### src/rtl/tx232_pkg.sv
// Shared types and constants for the tx232 BCD frame sender.
// Holds the FSM state encoding, the ASCII byte codes and the terminator mode codes.
package tx232_pkg;

  typedef enum logic [2:0] {
    IDLE = 3'd0,
    LOAD = 3'd1,
    SEND = 3'd2,
    WAIT = 3'd3,
    DONE = 3'd4
  } state_t;

  localparam logic [7:0] ASCII_0   = 8'h30;
  localparam logic [7:0] ASCII_CR  = 8'h0D;
  localparam logic [7:0] ASCII_LF  = 8'h0A;
  localparam logic [7:0] ASCII_ERR = 8'h3F;

  localparam int TERM_NONE = 0;
  localparam int TERM_CR   = 1;
  localparam int TERM_CRLF = 2;

  function automatic logic digit_valid(input logic [3:0] nib);
    return (nib <= 4'd9);
  endfunction

  // Nibbles above 9 are replaced by '?' so the frame still has a fixed shape.
  function automatic logic [7:0] digit_ascii(input logic [3:0] nib);
    if (digit_valid(nib)) begin
      return ASCII_0 + {4'h0, nib};
    end
    return ASCII_ERR;
  endfunction

endpackage

### src/rtl/tx232_edge_det.sv
// Rising-edge detector for the UART byte-done line.
// Two-stage history; the pulse lags the input by one clock.
module tx232_edge_det (
  input  logic clk,
  input  logic rst,
  input  logic sig,
  output logic rise
);

  logic [1:0] hist;

  always_ff @(posedge clk or negedge rst) begin
    if (!rst) begin
      hist <= 2'b00;
    end else begin
      hist <= {hist[0], sig};
    end
  end

  assign rise = hist[0] & ~hist[1];

endmodule

### src/rtl/tx232_bcd_frame_tx.sv
// BCD-to-ASCII frame sender for the tx232 UART path: digits MSD first, optional
// leading-zero suppression, optional CR/LF, one byte in flight, tx-done watchdog.
module tx232_bcd_frame_tx
  import tx232_pkg::*;
#(
  parameter int DIGITS    = 4,
  parameter int TERM_MODE = 2,
  parameter int TIMEOUT   = 50000
) (
  input  logic                clk,
  input  logic                rst,
  input  logic [4*DIGITS-1:0] bcd,
  input  logic                start,
  input  logic                lzs,
  input  logic                txck,
  output logic [7:0]          txpd,
  output logic                tnpd,
  output logic                busy,
  output logic                done,
  output logic                err
);

  localparam int              BW         = 4 * DIGITS;
  localparam int              WDW        = $clog2(TIMEOUT + 1);
  localparam logic [WDW-1:0]  WD_LIMIT   = WDW'(TIMEOUT);
  localparam logic [3:0]      TERM_BYTES = 4'(TERM_MODE);

  state_t          state;
  state_t          state_nx;
  logic [BW-1:0]   bcd_lat;
  logic            lzs_lat;
  logic [2:0]      dig_idx;
  logic [3:0]      byte_rem;
  logic [WDW-1:0]  wd_cnt;
  logic            txck_r;

  logic [2:0]      top_idx;
  logic [BW-1:0]   bcd_sh;
  logic [3:0]      nib;
  logic            cur_is_digit;
  logic [7:0]      cur_byte;
  logic            wd_expired;

  tx232_edge_det u_edge_det (
    .clk  (clk),
    .rst  (rst),
    .sig  (txck),
    .rise (txck_r)
  );

  // Handshake: txpd is loaded and tnpd pulses for one clock in the same cycle; txpd
  // then holds until the next load. The next byte is only issued after a txck rising
  // edge seen while waiting, so exactly one byte is outstanding at the UART.

  // Highest digit that will be sent; digit 0 always goes out, even for an all-zero value.
  always_comb begin
    top_idx = '0;
    for (int i = 0; i < DIGITS; i++) begin
      if (!lzs_lat || (bcd_lat[4*i +: 4] != 4'h0)) begin
        top_idx = 3'(i);
      end
    end
  end

  // byte_rem counts the current byte too, so the last TERM_MODE values select terminators.
  always_comb begin
    bcd_sh       = bcd_lat >> {dig_idx, 2'b00};
    nib          = bcd_sh[3:0];
    cur_is_digit = (byte_rem > TERM_BYTES);
    if (cur_is_digit) begin
      cur_byte = digit_ascii(nib);
    end else if ((TERM_MODE == TERM_CRLF) && (byte_rem == 4'd2)) begin
      cur_byte = ASCII_CR;
    end else if (TERM_MODE == TERM_CRLF) begin
      cur_byte = ASCII_LF;
    end else begin
      cur_byte = ASCII_CR;
    end
  end

  assign wd_expired = (wd_cnt >= WD_LIMIT);

  always_ff @(posedge clk or negedge rst) begin
    if (!rst) begin
      state <= IDLE;
    end else begin
      state <= state_nx;
    end
  end

  always_comb begin
    state_nx = state;
    case (state)
      IDLE: begin
        if (start) begin
          state_nx = LOAD;
        end
      end
      LOAD: state_nx = SEND;
      SEND: state_nx = WAIT;
      WAIT: begin
        if (txck_r) begin
          state_nx = (byte_rem > 4'd1) ? SEND : DONE;
        end else if (wd_expired) begin
          state_nx = DONE;
        end
      end
      DONE:    state_nx = IDLE;
      default: state_nx = IDLE;
    endcase
  end

  always_ff @(posedge clk or negedge rst) begin
    if (!rst) begin
      bcd_lat  <= '0;
      lzs_lat  <= 1'b0;
      dig_idx  <= '0;
      byte_rem <= '0;
      wd_cnt   <= '0;
      txpd     <= 8'h00;
      tnpd     <= 1'b0;
      err      <= 1'b0;
    end else begin
      tnpd <= 1'b0;
      case (state)
        IDLE: begin
          if (start) begin
            bcd_lat <= bcd;
            lzs_lat <= lzs;
            err     <= 1'b0;
          end
        end
        LOAD: begin
          dig_idx  <= top_idx;
          byte_rem <= {1'b0, top_idx} + 4'd1 + TERM_BYTES;
        end
        SEND: begin
          txpd   <= cur_byte;
          tnpd   <= 1'b1;
          wd_cnt <= '0;
          if (cur_is_digit && !digit_valid(nib)) begin
            err <= 1'b1;
          end
        end
        WAIT: begin
          if (txck_r) begin
            byte_rem <= byte_rem - 4'd1;
            if (cur_is_digit && (dig_idx != 3'd0)) begin
              dig_idx <= dig_idx - 3'd1;
            end
          end else if (wd_expired) begin
            err <= 1'b1;
          end else begin
            wd_cnt <= wd_cnt + WDW'(1);
          end
        end
        default: begin
        end
      endcase
    end
  end

  assign busy = (state != IDLE);
  assign done = (state == DONE);

endmodule

### config.mk
export PLATFORM = sky130hd
export DESIGN_NAME = tx232_bcd_frame_tx
export DESIGN_NICKNAME = d
export VERILOG_FILES = /design/src/rtl/tx232_pkg.sv /design/src/rtl/tx232_edge_det.sv /design/src/rtl/tx232_bcd_frame_tx.sv
export SDC_FILE = /design/constraint.sdc
export NUM_CORES = 1
export LEC_CHECK = 0
export ABC_AREA = 1
export CAP_MARGIN = 20
export CORE_MARGIN = 5
export CORE_UTILIZATION = 50
export DETAILED_ROUTE_END_ITERATION = 8
export PLACE_DENSITY = 0.76
export SETUP_SLACK_MARGIN = 0.05
export SLEW_MARGIN = 20
export SYNTH_ARGS = -nofsm -noshare
export SYNTH_HDL_FRONTEND = slang
export SYNTH_SLANG_ARGS = --single-unit
### constraint.sdc
create_clock -name clk -period 4.4 [get_ports clk]
set_input_delay 1.1 -clock clk [delete_from_list [all_inputs] [get_ports clk]]
set_output_delay 1.1 -clock clk [all_outputs]
set_load 0.02 [all_outputs]
# ---- Yosys cells after proc, flatten, opt, wreduce, memory -nomap -nowiden
# Index checks and enable logic that the tools add are counted.
dict set report word_totals {
  reg_bits 55
  input_bits 21
  elab_cells 86
}
dict set report op_classes {
  shift 1
  magnitude_cmp 4
  add_sub_neg 6
  muxes 28
  eq_ne 13
  bitwise 2
  n_reduce_logical 22
}
# operator count
set ops {}
lappend ops {{16-bit 2-to-1 mux} 2}
lappend ops {{16-bit case mux with 2 select lines} 1}
lappend ops {{8-bit 2-to-1 mux} 3}
lappend ops {{3-bit 2-to-1 mux} 7}
lappend ops {{16-bit by 1-bit adder with 16-bit output, second input constant} 1}
lappend ops {{16-bit greater-or-equal comparator, second input constant} 1}
lappend ops {{16-bit by 5-bit >> shifter with 4-bit output} 1}
lappend ops {{2-bit != test, second input constant} 7}
lappend ops {{3-bit case mux with 4 select lines} 1}
lappend ops {{4-bit nonzero test} 3}
lappend ops {{3-bit nonzero test} 3}
lappend ops {{1-bit 2-to-1 mux} 8}
lappend ops {{4-bit case mux with 2 select lines} 1}
lappend ops {{6-bit by 4-bit adder with 7-bit output, first input constant} 1}
lappend ops {{3-bit by 2-bit equality test with 1-bit output, second input constant} 2}
lappend ops {{3-bit case mux with 2 select lines} 1}
lappend ops {{2-bit AND reduction} 3}
lappend ops {{3-bit AND reduction} 2}
lappend ops {{5-bit AND reduction} 1}
lappend ops {{3-bit by 2-bit adder with 4-bit output, second input constant} 1}
lappend ops {{4-bit by 2-bit equality test with 1-bit output, second input constant} 1}
lappend ops {{4-bit by 1-bit greater-than comparator with 1-bit output, second input constant} 1}
lappend ops {{4-bit by 2-bit greater-than comparator with 1-bit output, second input constant} 1}
lappend ops {{4-bit less-or-equal comparator, second input constant} 1}
lappend ops {{other kinds (16)} 22}

# ---- Logic depth before layout (Yosys ltp)
# Gate-level depths: netlist of the first run.
dict set report logic_depth {
  depth_word 8
  mapped_depth 12
  depth_no_buf 11
}

# ---- Cells and area by module
# From an unflattened synthesis of the first run, not the netlist that was laid out.
dict set report unflattened {
  hier_cells 349
  hier_area_um2 2915.3
}
# module area_per_inst_um2 cells_per_inst n_inst
set by_module_without_submodules {}
lappend by_module_without_submodules {tx232_bcd_frame_tx 2855.2 345 1}
lappend by_module_without_submodules {tx232_edge_det 60.1 4 1}

# ---- Worst setup path before layout of the first run
# OpenSTA, ideal clock, no wires.
dict set report synth_timing {
  kind {register -> output}
  from {reg state[1]}
  to {out done}
  stages_incl_launch_ff 2
  path_slack_ps 2370
  path_buffers 0
  required_time_ps 3300
  arrival_time_ps 930
  cell_sequence {dfrtp_1 nor3_1}
}
dict set report synth_between {
  elab_chain_len 1
}
# item line
set synth_lines {}
lappend synth_lines {{start: declaration} tx232_bcd_frame_tx.sv:28} ;# state_t state;
lappend synth_lines {{start signal: assignment} tx232_bcd_frame_tx.sv:87} ;# state <= state_nx;
lappend synth_lines {{3-bit equality test} tx232_bcd_frame_tx.sv:164} ;# assign done = (state == DONE);
lappend synth_lines {{end: declaration} tx232_bcd_frame_tx.sv:19} ;# output logic done,
# No other way between the ends.

# ---- Final worst setup path of the first run
# Ends and elaborated chain as after synthesis.

==> run_summary.xml, run 1 <==
<?xml version="1.0" encoding="UTF-8"?>
<metrics>
  <group name="status">
    <metric name="run_status" unit="">finished, final reports clean</metric>
  </group>
  <group name="clocking">
    <metric name="clockBufferDepth" unit="">2</metric>
    <metric name="num_cts_buffers" unit="">5</metric>
    <metric name="clkSinkCount" unit="">52</metric>
    <metric name="clock_tree.root_cell" unit="">sky130_fd_sc_hd__clkbuf_8</metric>
    <metric name="hold_buffers" unit="">0</metric>
    <metric name="tritoncts" unit="">done</metric>
    <metric name="worst_setup_hold_path_clk_slew" unit="ns">0.10</metric>
    <metric name="h-tree-depth" unit="">2</metric>
    <metric name="cts_setup_buffers" unit="">0</metric>
    <metric name="insertion_delay" unit="ns">0.31</metric>
    <metric name="cts_resized" unit="">0</metric>
  </group>
  <group name="global_route">
    <metric name="grt.met2_usage" unit="">0.275</metric>
    <metric name="antenna_found_initial" unit="">0</metric>
    <metric name="track_usage" unit="">0.171</metric>
    <metric name="maximum_number_of_pins_on_one_net_before_global_route_repair" unit="">30</metric>
    <metric name="busiest_layer" unit="">met2</metric>
    <metric name="grt_pass1_vias" unit="">2276</metric>
    <metric name="grt.overflow.total" unit="">0</metric>
    <metric name="global_route.usage.met1" unit="">0.229</metric>
    <metric name="grt_pass1_wl" unit="um">10300</metric>
    <metric name="grtUsageMet3" unit="">0.0342</metric>
  </group>
  <group name="worst_hold_path">
    <metric name="hold_start" unit="">u_edge_det.hist[0]</metric>
    <metric name="worst_hold_path.endpoint" unit="">u_edge_det.hist[1]</metric>
    <metric name="worstHoldPathType" unit="">flop to flop</metric>
    <metric name="worst_hold_path.num_cells" unit="">0</metric>
  </group>
  <group name="timing">
    <metric name="timing.clock.skew" unit="ns">0.0109</metric>
    <metric name="max_freq" unit="MHz">373</metric>
    <metric name="max_slew_margin" unit="">0.620</metric>
    <metric name="hold_viol" unit="">0</metric>
    <metric name="finalCriticalPeriod" unit="ns">2.68</metric>
    <metric name="worst_slew_pin_slew" unit="ns">0.571</metric>
    <metric name="final-setup-viol-count" unit="">0</metric>
    <metric name="rsz0062_at_grt" unit="">false</metric>
    <metric name="final_min_period_over_clock_period" unit="">0.610</metric>
    <metric name="setup_ws" unit="ns">1.72</metric>
    <metric name="finalMaxSlewViolations" unit="">0</metric>
    <metric name="tns" unit="ns">0</metric>
  </group>
  <group name="job">
    <metric name="maxcap_viol_count" unit="">0</metric>
  </group>
  <group name="floorplan">
    <metric name="die_area" unit="sq um">7450</metric>
    <metric name="start_util" unit="">0.522</metric>
    <metric name="rows" unit="">27</metric>
    <metric name="fp.dieH" unit="um">86.3</metric>
    <metric name="die_x" unit="um">86.3</metric>
    <metric name="io-pin-count" unit="">33</metric>
    <metric name="core" unit="sq um">5570</metric>
  </group>
  <group name="synth">
    <metric name="post-synth-top-count-cell" unit="">sky130_fd_sc_hd__nand2_1</metric>
    <metric name="yosysSeqAreaShare" unit="">0.447</metric>
    <metric name="post_synth_most_frequent_cells" unit="">75 x sky130_fd_sc_hd__nand2_1, 52 x sky130_fd_sc_hd__dfrtp_1, 36 x sky130_fd_sc_hd__nor2_1, 30 x sky130_fd_sc_hd__inv_1, 26 x sky130_fd_sc_hd__nand3_1</metric>
    <metric name="mapped_cell_area" unit="sq um">2910</metric>
    <metric name="synth_adder_area_share" unit="">0.0344</metric>
    <metric name="synth_top_cells_by_area" unit="">sky130_fd_sc_hd__dfrtp_1 45%, sky130_fd_sc_hd__nand2_1 9.7%, sky130_fd_sc_hd__nor2_1 4.6%</metric>
    <metric name="count_of_flip_flops_with_a_built_in_enable_after_synthesis" unit="">0</metric>
    <metric name="synth_xor_area_frac" unit="">0.0241</metric>
    <metric name="syn_area_per_cell" unit="sq um">8.29</metric>
    <metric name="yosysTopAreaCellShare" unit="">0.447</metric>
    <metric name="post_synth_mux_area_share" unit="">0.0425</metric>
    <metric name="post-synth-top-area-cell" unit="">sky130_fd_sc_hd__dfrtp_1</metric>
    <metric name="ys_ff_latch" unit="">52</metric>
    <metric name="yosys_warnings" unit="">0</metric>
    <metric name="asyncSetResetFlopFracSynth" unit="">1.00</metric>
    <metric name="synth_flop_cell" unit="">sky130_fd_sc_hd__dfrtp_1</metric>
    <metric name="synth.lib_cells_used.distinct" unit="">36</metric>
    <metric name="post_synthesis_simple_gate_area_fraction" unit="">0.270</metric>
    <metric name="dominant_combinational_cell_family_by_area_after_synthesis" unit="">simple AND/OR/NAND/NOR gates</metric>
    <metric name="mapped_cells" unit="">351</metric>
    <metric name="synth-compound-area-share" unit="">0.0971</metric>
  </group>
  <group name="pwr">
    <metric name="total_power" unit="uW">2130</metric>
    <metric name="irDropWorstVdd" unit="uV">289</metric>
    <metric name="power.density" unit="nW/um^2">636</metric>
    <metric name="cellLeakagePower" unit="uW">0.00154</metric>
  </group>
  <group name="placed_design">
    <metric name="placed_cell_area" unit="sq um">3220</metric>
    <metric name="gpl.final_weighted_congestion" unit="">0.881</metric>
    <metric name="dp_slack" unit="ns">1.79</metric>
    <metric name="detailedPlacementHpwl" unit="um">4390</metric>
    <metric name="io_buffers" unit="">30</metric>
  </group>
  <group name="layout">
    <metric name="finalCoreUtilization" unit="">0.600</metric>
    <metric name="antennaDiodeCount" unit="">0</metric>
    <metric name="syn2layout_area_growth" unit="%">14.8</metric>
    <metric name="drive_gt1_frac" unit="">0.129</metric>
    <metric name="finalNetCount" unit="">408</metric>
    <metric name="finish.instance_area" unit="sq um">3340</metric>
  </group>
  <group name="setup_path">
    <metric name="criticalPathCategory" unit="">flop to output pin</metric>
    <metric name="r2r_end" unit="">wd_cnt[2]</metric>
    <metric name="ff2ff_path_depth" unit="">8</metric>
    <metric name="critical_path.endpoint_type" unit="">output pin</metric>
    <metric name="worstPathRequired" unit="ns">3.30</metric>
    <metric name="worstPathCellList" unit="">nor3_1, clkdlybuf4s50_1</metric>
    <metric name="cp_slowest_stage_delay" unit="ns">0.63</metric>
    <metric name="rrSetupSlack" unit="ns">2.32</metric>
    <metric name="critical_path_peak_fanout" unit="">4</metric>
    <metric name="cell_with_the_largest_stage_delay_on_the_worst_path" unit="">sky130_fd_sc_hd__clkdlybuf4s50_1</metric>
    <metric name="worstPathArrival" unit="ns">1.58</metric>
    <metric name="launch_instance_of_the_worst_register_to_register_path" unit="">state[2]</metric>
    <metric name="worst_setup_path_start_kind" unit="">flop</metric>
  </group>
  <group name="detailed_routing">
    <metric name="remaining_drc_errors" unit="">0</metric>
    <metric name="ant_nets" unit="">0</metric>
    <metric name="drtPass1Iterations" unit="">5</metric>
    <metric name="routed_wl" unit="um">5840</metric>
    <metric name="route.detailed.vias_per_inst" unit="">5.28</metric>
    <metric name="wl_per_cell" unit="um">12.9</metric>
    <metric name="detailroute.via_count" unit="">2385</metric>
    <metric name="drt_first_iter_violations" unit="">221</metric>
  </group>
</metrics>
-- layout by cell type (no fill, tap or decap), types with 3 or more instances in the layout --
master	netlist	routed
sky130_fd_sc_hd__a21oi_1	12	12
sky130_fd_sc_hd__a21oi_2	3	3
sky130_fd_sc_hd__clkbuf_8	0	7
sky130_fd_sc_hd__clkdlybuf4s50_1	0	29
sky130_fd_sc_hd__dfrtp_1	52	52
sky130_fd_sc_hd__ha_1	8	8
sky130_fd_sc_hd__inv_1	30	30
sky130_fd_sc_hd__inv_2	8	8
sky130_fd_sc_hd__mux2_2	10	10
sky130_fd_sc_hd__nand2_1	75	75
sky130_fd_sc_hd__nand2_2	5	5
sky130_fd_sc_hd__nand3_1	26	26
sky130_fd_sc_hd__nand4_1	8	8
sky130_fd_sc_hd__nor2_1	36	36
sky130_fd_sc_hd__nor2_2	3	3
sky130_fd_sc_hd__nor2_4	3	3
sky130_fd_sc_hd__nor3_1	9	9
sky130_fd_sc_hd__o21ai_0	15	15
sky130_fd_sc_hd__o21ai_1	9	9
sky130_fd_sc_hd__o22ai_1	4	4
sky130_fd_sc_hd__xor2_1	7	7
-- registers in the layout, summed over array words and instances, names as in the netlist --
register / count
bcd_lat: 16
wd_cnt: 16
txpd: 5
byte_rem: 4
dig_idx: 3
state: 3
u_edge_det.hist: 2
err: 1
lzs_lat: 1
tnpd: 1
-- stage by stage --
step                      hold slack, ns  cells
after floorplan                    0.354    352
final                              0.407    452
after global routing               0.429    452
after global placement             0.373    444
after CTS                          0.419    452
after detailed placement           0.396    444
-- worst max-delay path, delay by kind of cell, from the launching register on --
| kind | cells | cell delay (ns) |
|---|---|---|
| and+or+nand+nor | 1 | 0.21 |
| buffers and inverters | 1 | 0.63 |
| DFF | 1 | 0.44 |
-- area by class of cell --
cell class	instances	area, sq um
inverter	39	151
clock inverter	1	30.0
timing repair buffer	31	303
fill	488	2230
tap	72	90.1
multi-input combinational	250	1370
clock buffer	7	96.3
sequential	52	1300
-- worst max path at each step --
| stage | from | end | slack (ns) | cells after the start |
|---|---|---|---|---|
| floorplan | state[1] | done | 2.37 | 1 |
| global placement | start | bcd_lat[8] | 1.82 | 5 |
| detailed placement | start | bcd_lat[8] | 1.79 | 5 |
| CTS | state[1] | done | 1.70 | 2 |
| global route | state[1] | busy | 1.66 | 3 |
| finish | state[1] | done | 1.72 | 2 |
-- per-layer routing --
| metal | part of all wire | vias up |
|---|---|---|
| li1 | - | 1197 |
| met4 | 0.017 | 0 |
| met5 | 0 | - |
| met1 | 0.45 | 1105 |
| met2 | 0.47 | 72 |
| met3 | 0.062 | 11 |
-- cell families after synthesis --
| group | Yosys count |
|---|---|
| xor+xnor | 8 |
| buf+inv | 50 |
| compound gates | 49 |
| flops | 52 |
| other cells | 1 |
| mux | 11 |
| fa+ha+maj | 8 |
| simple gates | 172 |
-- power breakdown --
part	leakage (uW)	total, uW	switching (uW)	internal, uW
registers	0.000641	764	124	641
logic	0.000832	1000	624	378
clock network	0.0000645	359	158	201
total	0.00154	2130	906	1220
Note: power is estimated with default switching activity, not from simulation.
==> run 2: changes to the inputs <==
clock period = 2.8 ns   (was 4.4 ns; I/O delays follow)
==> run 2 against run 1 <==
Against the previous run:
- worst setup slack worse by 1.2 ns
- power is 52% higher
- sequential power is 57% higher
- worst hold slack worse by 0.0025 ns
- die area stayed put
==> run_summary.xml, run 2 (synthesized netlist as in run 1, its figures left out) <==
<?xml version="1.0" encoding="UTF-8"?>
<metrics>
  <group name="status">
    <metric name="run_status" unit="">finished, final reports clean</metric>
  </group>
  <group name="pwr">
    <metric name="power.density" unit="nW/um^2">980</metric>
    <metric name="irDropWorstVdd" unit="uV">447</metric>
    <metric name="cellLeakagePower" unit="uW">0.00152</metric>
    <metric name="total_power" unit="uW">3240</metric>
  </group>
  <group name="setup_path">
    <metric name="worst_setup_path_start_kind" unit="">flop</metric>
    <metric name="worstPathArrival" unit="ns">1.58</metric>
    <metric name="rrSetupSlack" unit="ns">0.66</metric>
    <metric name="worstPathRequired" unit="ns">2.10</metric>
    <metric name="critical_path.endpoint_type" unit="">output pin</metric>
    <metric name="critical_path_peak_fanout" unit="">4</metric>
    <metric name="crit_path_end" unit="">done</metric>
    <metric name="worstPathCellList" unit="">nor3_1, clkdlybuf4s50_1</metric>
    <metric name="launch_instance_of_the_worst_register_to_register_path" unit="">state[2]</metric>
    <metric name="criticalPathCategory" unit="">flop to output pin</metric>
    <metric name="cp_slowest_stage_delay" unit="ns">0.63</metric>
    <metric name="cell_with_the_largest_stage_delay_on_the_worst_path" unit="">sky130_fd_sc_hd__clkdlybuf4s50_1</metric>
    <metric name="r2r_end" unit="">wd_cnt[4]</metric>
    <metric name="cp-startpoint" unit="">state[1]</metric>
    <metric name="ff2ff_path_depth" unit="">8</metric>
  </group>
  <group name="job">
    <metric name="maxcap_viol_count" unit="">0</metric>
  </group>
  <group name="detailed_routing">
    <metric name="detailroute.wirelength.met3" unit="um">329</metric>
    <metric name="route.detailed.vias_per_inst" unit="">5.22</metric>
    <metric name="maxUsedRoutingLayer" unit="">met4</metric>
    <metric name="met2_wirelength" unit="um">2810</metric>
    <metric name="detailroute.via_count" unit="">2358</metric>
    <metric name="drt_first_iter_violations" unit="">176</metric>
    <metric name="routed_wl" unit="um">5990</metric>
    <metric name="met1Wirelength" unit="um">2780</metric>
    <metric name="ant_nets" unit="">0</metric>
    <metric name="remaining_drc_errors" unit="">0</metric>
    <metric name="wl_per_cell" unit="um">13.2</metric>
    <metric name="drtPass1Iterations" unit="">4</metric>
  </group>
  <group name="layout">
    <metric name="syn2layout_area_growth" unit="%">13.6</metric>
    <metric name="finalNetCount" unit="">408</metric>
    <metric name="finish.instance_area" unit="sq um">3310</metric>
    <metric name="largest_registers" unit="">bcd_lat (16), wd_cnt (16), txpd (5)</metric>
    <metric name="antennaDiodeCount" unit="">0</metric>
    <metric name="n_fill_cell" unit="">505</metric>
    <metric name="fin_cells" unit="">452</metric>
    <metric name="layout_common_cells" unit="">75 x sky130_fd_sc_hd__nand2_1, 52 x sky130_fd_sc_hd__dfrtp_1, 36 x sky130_fd_sc_hd__nor2_1</metric>
    <metric name="layout_commonest_cell" unit="">sky130_fd_sc_hd__nand2_1</metric>
    <metric name="drive_gt1_frac" unit="">0.129</metric>
  </group>
  <group name="global_route">
    <metric name="maximum_number_of_pins_on_one_net_before_global_route_repair" unit="">37</metric>
    <metric name="grt_pass1_vias" unit="">2378</metric>
    <metric name="track_usage" unit="">0.177</metric>
    <metric name="grt_pass1_wl" unit="um">10600</metric>
    <metric name="grt.overflow.total" unit="">0</metric>
    <metric name="antenna_found_initial" unit="">0</metric>
  </group>
  <group name="timing">
    <metric name="finalCriticalPeriod" unit="ns">2.28</metric>
    <metric name="tns" unit="ns">0</metric>
    <metric name="hold_viol" unit="">0</metric>
    <metric name="max_freq" unit="MHz">440</metric>
    <metric name="timing.clock.skew" unit="ns">0.0115</metric>
    <metric name="finalMaxSlewViolations" unit="">0</metric>
    <metric name="worst_slew_pin_slew" unit="ns">0.836</metric>
    <metric name="final_min_period_over_clock_period" unit="">0.813</metric>
    <metric name="max_slew_margin" unit="">0.443</metric>
    <metric name="final-setup-viol-count" unit="">0</metric>
    <metric name="rsz0062_at_grt" unit="">false</metric>
  </group>
  <group name="clocking">
    <metric name="num_cts_buffers" unit="">5</metric>
    <metric name="hold_buffers" unit="">0</metric>
    <metric name="cts_setup_buffers" unit="">0</metric>
    <metric name="clkSinkCount" unit="">52</metric>
    <metric name="tritoncts" unit="">done</metric>
    <metric name="insertion_delay" unit="ns">0.31</metric>
    <metric name="clock_tree.root_cell" unit="">sky130_fd_sc_hd__clkbuf_8</metric>
    <metric name="cts_resized" unit="">0</metric>
    <metric name="worst_setup_hold_path_clk_slew" unit="ns">0.09</metric>
    <metric name="clockBufferDepth" unit="">2</metric>
    <metric name="h-tree-depth" unit="">2</metric>
  </group>
  <group name="floorplan">
    <metric name="fp.dieH" unit="um">86.3</metric>
    <metric name="rows" unit="">27</metric>
    <metric name="die_x" unit="um">86.3</metric>
    <metric name="io-pin-count" unit="">33</metric>
    <metric name="start_util" unit="">0.522</metric>
    <metric name="core" unit="sq um">5570</metric>
    <metric name="die_area" unit="sq um">7450</metric>
  </group>
  <group name="worst_hold_path">
    <metric name="worstHoldPathType" unit="">flop to flop</metric>
  </group>
  <group name="placed_design">
    <metric name="place_inst" unit="">444</metric>
    <metric name="placed_cell_area" unit="sq um">3220</metric>
    <metric name="gpl.final_weighted_congestion" unit="">0.857</metric>
    <metric name="io_buffers" unit="">30</metric>
    <metric name="detailedPlacementHpwl" unit="um">4470</metric>
  </group>
</metrics>
[run 2: cell types whose count changed in the layout (fill, tap and decap cells not counted)]
| cell | before | now |
|---|---|---|
| sky130_fd_sc_hd__clkinv_2 | 0 | 2 |
| sky130_fd_sc_hd__bufinv_16 | 1 | 0 |
| sky130_fd_sc_hd__clkbuf_8 | 7 | 6 |
[run 2: per-stage QoR]
stage / setup slack [ns] / hold slack, ns / util
finish: 0.525 / 0.404 / 0.593
global route: 0.431 / 0.417 / 0.593
CTS: 0.522 / 0.407 / 0.593
detailed placement: 0.581 / 0.386 / 0.577
global placement: 0.610 / 0.372 / 0.577
floorplan: 1.17 / 0.354 / -
[run 2: per-layer routing]
metal	up-vias	global-route usage
met2	55	0.285
met1	1092	0.240
met3	7	0.0390
li1	1204	-
met4	0	0.0496
met5	-	0
[run 2: where the power goes]
group          internal [uW]  switching (uW)  leakage (uW)
Combinational            595             999      0.000832
Clock                    198             246     0.0000510
Sequential              1010             196      0.000641
[run 2: worst min-delay path by stage]
stage,from,endpoint,cells after the start
2_1_floorplan,u_edge_det.hist[0],u_edge_det.hist[1],0
3_3_place_gp,u_edge_det.hist[0],u_edge_det.hist[1],0
3_5_place_dp,u_edge_det.hist[0],u_edge_det.hist[1],0
4_1_cts,u_edge_det.hist[0],u_edge_det.hist[1],0
5_1_grt,u_edge_det.hist[0],u_edge_det.hist[1],0
6_report,u_edge_det.hist[0],u_edge_det.hist[1],0
[run 2: final cells by class]
class	instances	area [sq um]	area share
Multi-Input combinational cell	250	1370	0.414
Inverter	39	151	0.0458
Clock inverter	2	10.0	0.00303
Tap cell	72	90.1	0.0272
Timing Repair Buffer	31	303	0.0915
Sequential cell	52	1300	0.393
Clock buffer	6	82.6	0.0250
[run 2: worst max-delay path, delay by kind of cell (launching register included)]
family / cells / cell delay [ns]
buffers and inverters: 1 / 0.63
flip-flops: 1 / 0.44
AND/OR/NAND/NOR: 1 / 0.19
==> edit: new RTL, config.mk and constraints of run 1 <==
Re-encode `state_t` (5 states) as one-hot, 5 bits wide.
--- a/src/rtl/tx232_pkg.sv
+++ b/src/rtl/tx232_pkg.sv
@@ -4,8 +4,8 @@
 
-  typedef enum logic [2:0] {
-    IDLE = 3'd0,
-    LOAD = 3'd1,
-    SEND = 3'd2,
-    WAIT = 3'd3,
-    DONE = 3'd4
+  typedef enum logic [4:0] {
+    IDLE = 5'b00001,
+    LOAD = 5'b00010,
+    SEND = 5'b00100,
+    WAIT = 5'b01000,
+    DONE = 5'b10000
   } state_t;
Function: no difference found for any inputs over 10 cycles, from zero or initial values and one cycle with rst low; not proved beyond that.
==> edit against run 1 <==
  * Register-to-register slack gained 300 ps
  * Total power shrank 14%
  * Routed wire length grew 9.9%
  * First-iteration DRC count shrank 21%
  * Area after synthesis grew 7.2%
  * Worst setup slack lost 200 ps
  * Sequential share of layout area shrank 0.48 points
  * Fmax shrank 7.0%
  * Sequential cell count grew 2
  * Cell area grew 5.2%
  * Count of clock-buffer cells in the layout is the same
  * Worst hold slack lost 13 ps
==> edit: results (changes against run 1) <==
STA
  – Slew HR: 48.0% (-14 points)
  – Layout Skew: 7.00 ps (-3.91 ps)
  – Post-layout min period: 2890 ps (+202 ps)

Route
  – Final WL: 6420 µm (+9.9%)
  – Via density: 5.10 (-3.3%)
  – DRT Pass-1 Iters: 4 (-1)
  – Met3 routed WL: 251 µm (-31%)

Worst setup path
  – Critical path data arrival time: 1790 ps (+210 ps)
  – Worst reg2reg path depth: 7 (-1)
  – Reg2reg start: state[0]$_DFFE_PN1P_
  – R2R setup slack: 2620 ps (+300 ps)
  – Setup crit end: busy
  – Max incr delay on CP: 570 ps (-60 ps)

Place
  – Global placement routability congestion: 0.915 (+3.8%)
  – Placed cell count: 492 (+11%)
  – Post-DP Area: 3430 µm² (+6.5%)
  – Post-placement worst setup slack: 1820 ps (+35.8 ps)

Global route
  – Largest net degree at the start of global routing: 35 (+17%)
  – First-pass GRT wire length: 11600 µm (+13%)
  – Met1 usage: 25.7% (+2.8 points)
  – GRT Resource Usage Total: 18.5% (+1.5 points)
  – Met3 usage: 2.86% (-0.56 points)
  – Number of global-route vias before repair: 2560 (+12%)

Layout
  – Top flop regs: bcd_lat: 16 flops, wd_cnt: 16 flops
  – Final nets: 453 (+11%)
  – Fill cell count: 551 (+13%)
  – Fin cells: 500 (+11%)
  – Share of layout cells above drive strength 1: 11.5% (-1.4 points)

Logic synthesis
  – Top area cells in the synthesized netlist: dfrtp_1, nand2_1, nand3_1, o21ai_0, inv_1
  – Syn Inst Count: 395 (+13%)

Status
  – Status: complete, no violations

Pwr
  – Peak supply drop: 0.257 mV (-11%)
[edit: changes by cell type in the layout (fill, tap and decap cells not counted), sizes merged, moves of 7 or more]
cell   before  now
nand2      80  129
a21oi      15    7
nor2       42   35
mux2       11    0
o21ai      24   34
nand3      28   40
[edit: layout make-up]
type / count / area, µm² / area share [%]
timing repair buffer: 31 / 303 / 8.61
multi-input combinational: 290 / 1520 / 43.1
inverter: 42 / 160 / 4.55
tap: 75 / 93.8 / 2.67
sequential: 54 / 1350 / 38.5
clock inverter: 1 / 5.00 / 0.142
clock buffer: 7 / 86.3 / 2.45
[edit: worst min path at each step]
stage	startpoint	endpoint	slack, ps	cells past startpoint
final	u_edge_det.hist[0]$_DFF_PN0_	u_edge_det.hist[1]$_DFF_PN0_	390	0
after global routing	u_edge_det.hist[0]$_DFF_PN0_	u_edge_det.hist[1]$_DFF_PN0_	410	0
after CTS	u_edge_det.hist[0]$_DFF_PN0_	u_edge_det.hist[1]$_DFF_PN0_	400	0
after detailed placement	u_edge_det.hist[0]$_DFF_PN0_	u_edge_det.hist[1]$_DFF_PN0_	370	0
after global placement	u_edge_det.hist[0]$_DFF_PN0_	u_edge_det.hist[1]$_DFF_PN0_	360	0
after floorplan	u_edge_det.hist[0]$_DFF_PN0_	u_edge_det.hist[1]$_DFF_PN0_	350	0
[edit: power breakdown]
part | internal [mW] | switching [mW]
logic | 0.292 | 0.475
registers | 0.648 | 0.119
clock network | 0.127 | 0.161
total | 1.07 | 0.755
[edit: logic make-up after synthesis]
| kind of cell | share of synthesized area [%] |
|---|---|
| compound gates | 8.66 |
| fa+ha+maj | 3.21 |
| buf+inv | 8.22 |
| simple gates | 33.9 |
| xor+xnor | 2.53 |
| flops | 43.3 |
| other cells | 0.120 |
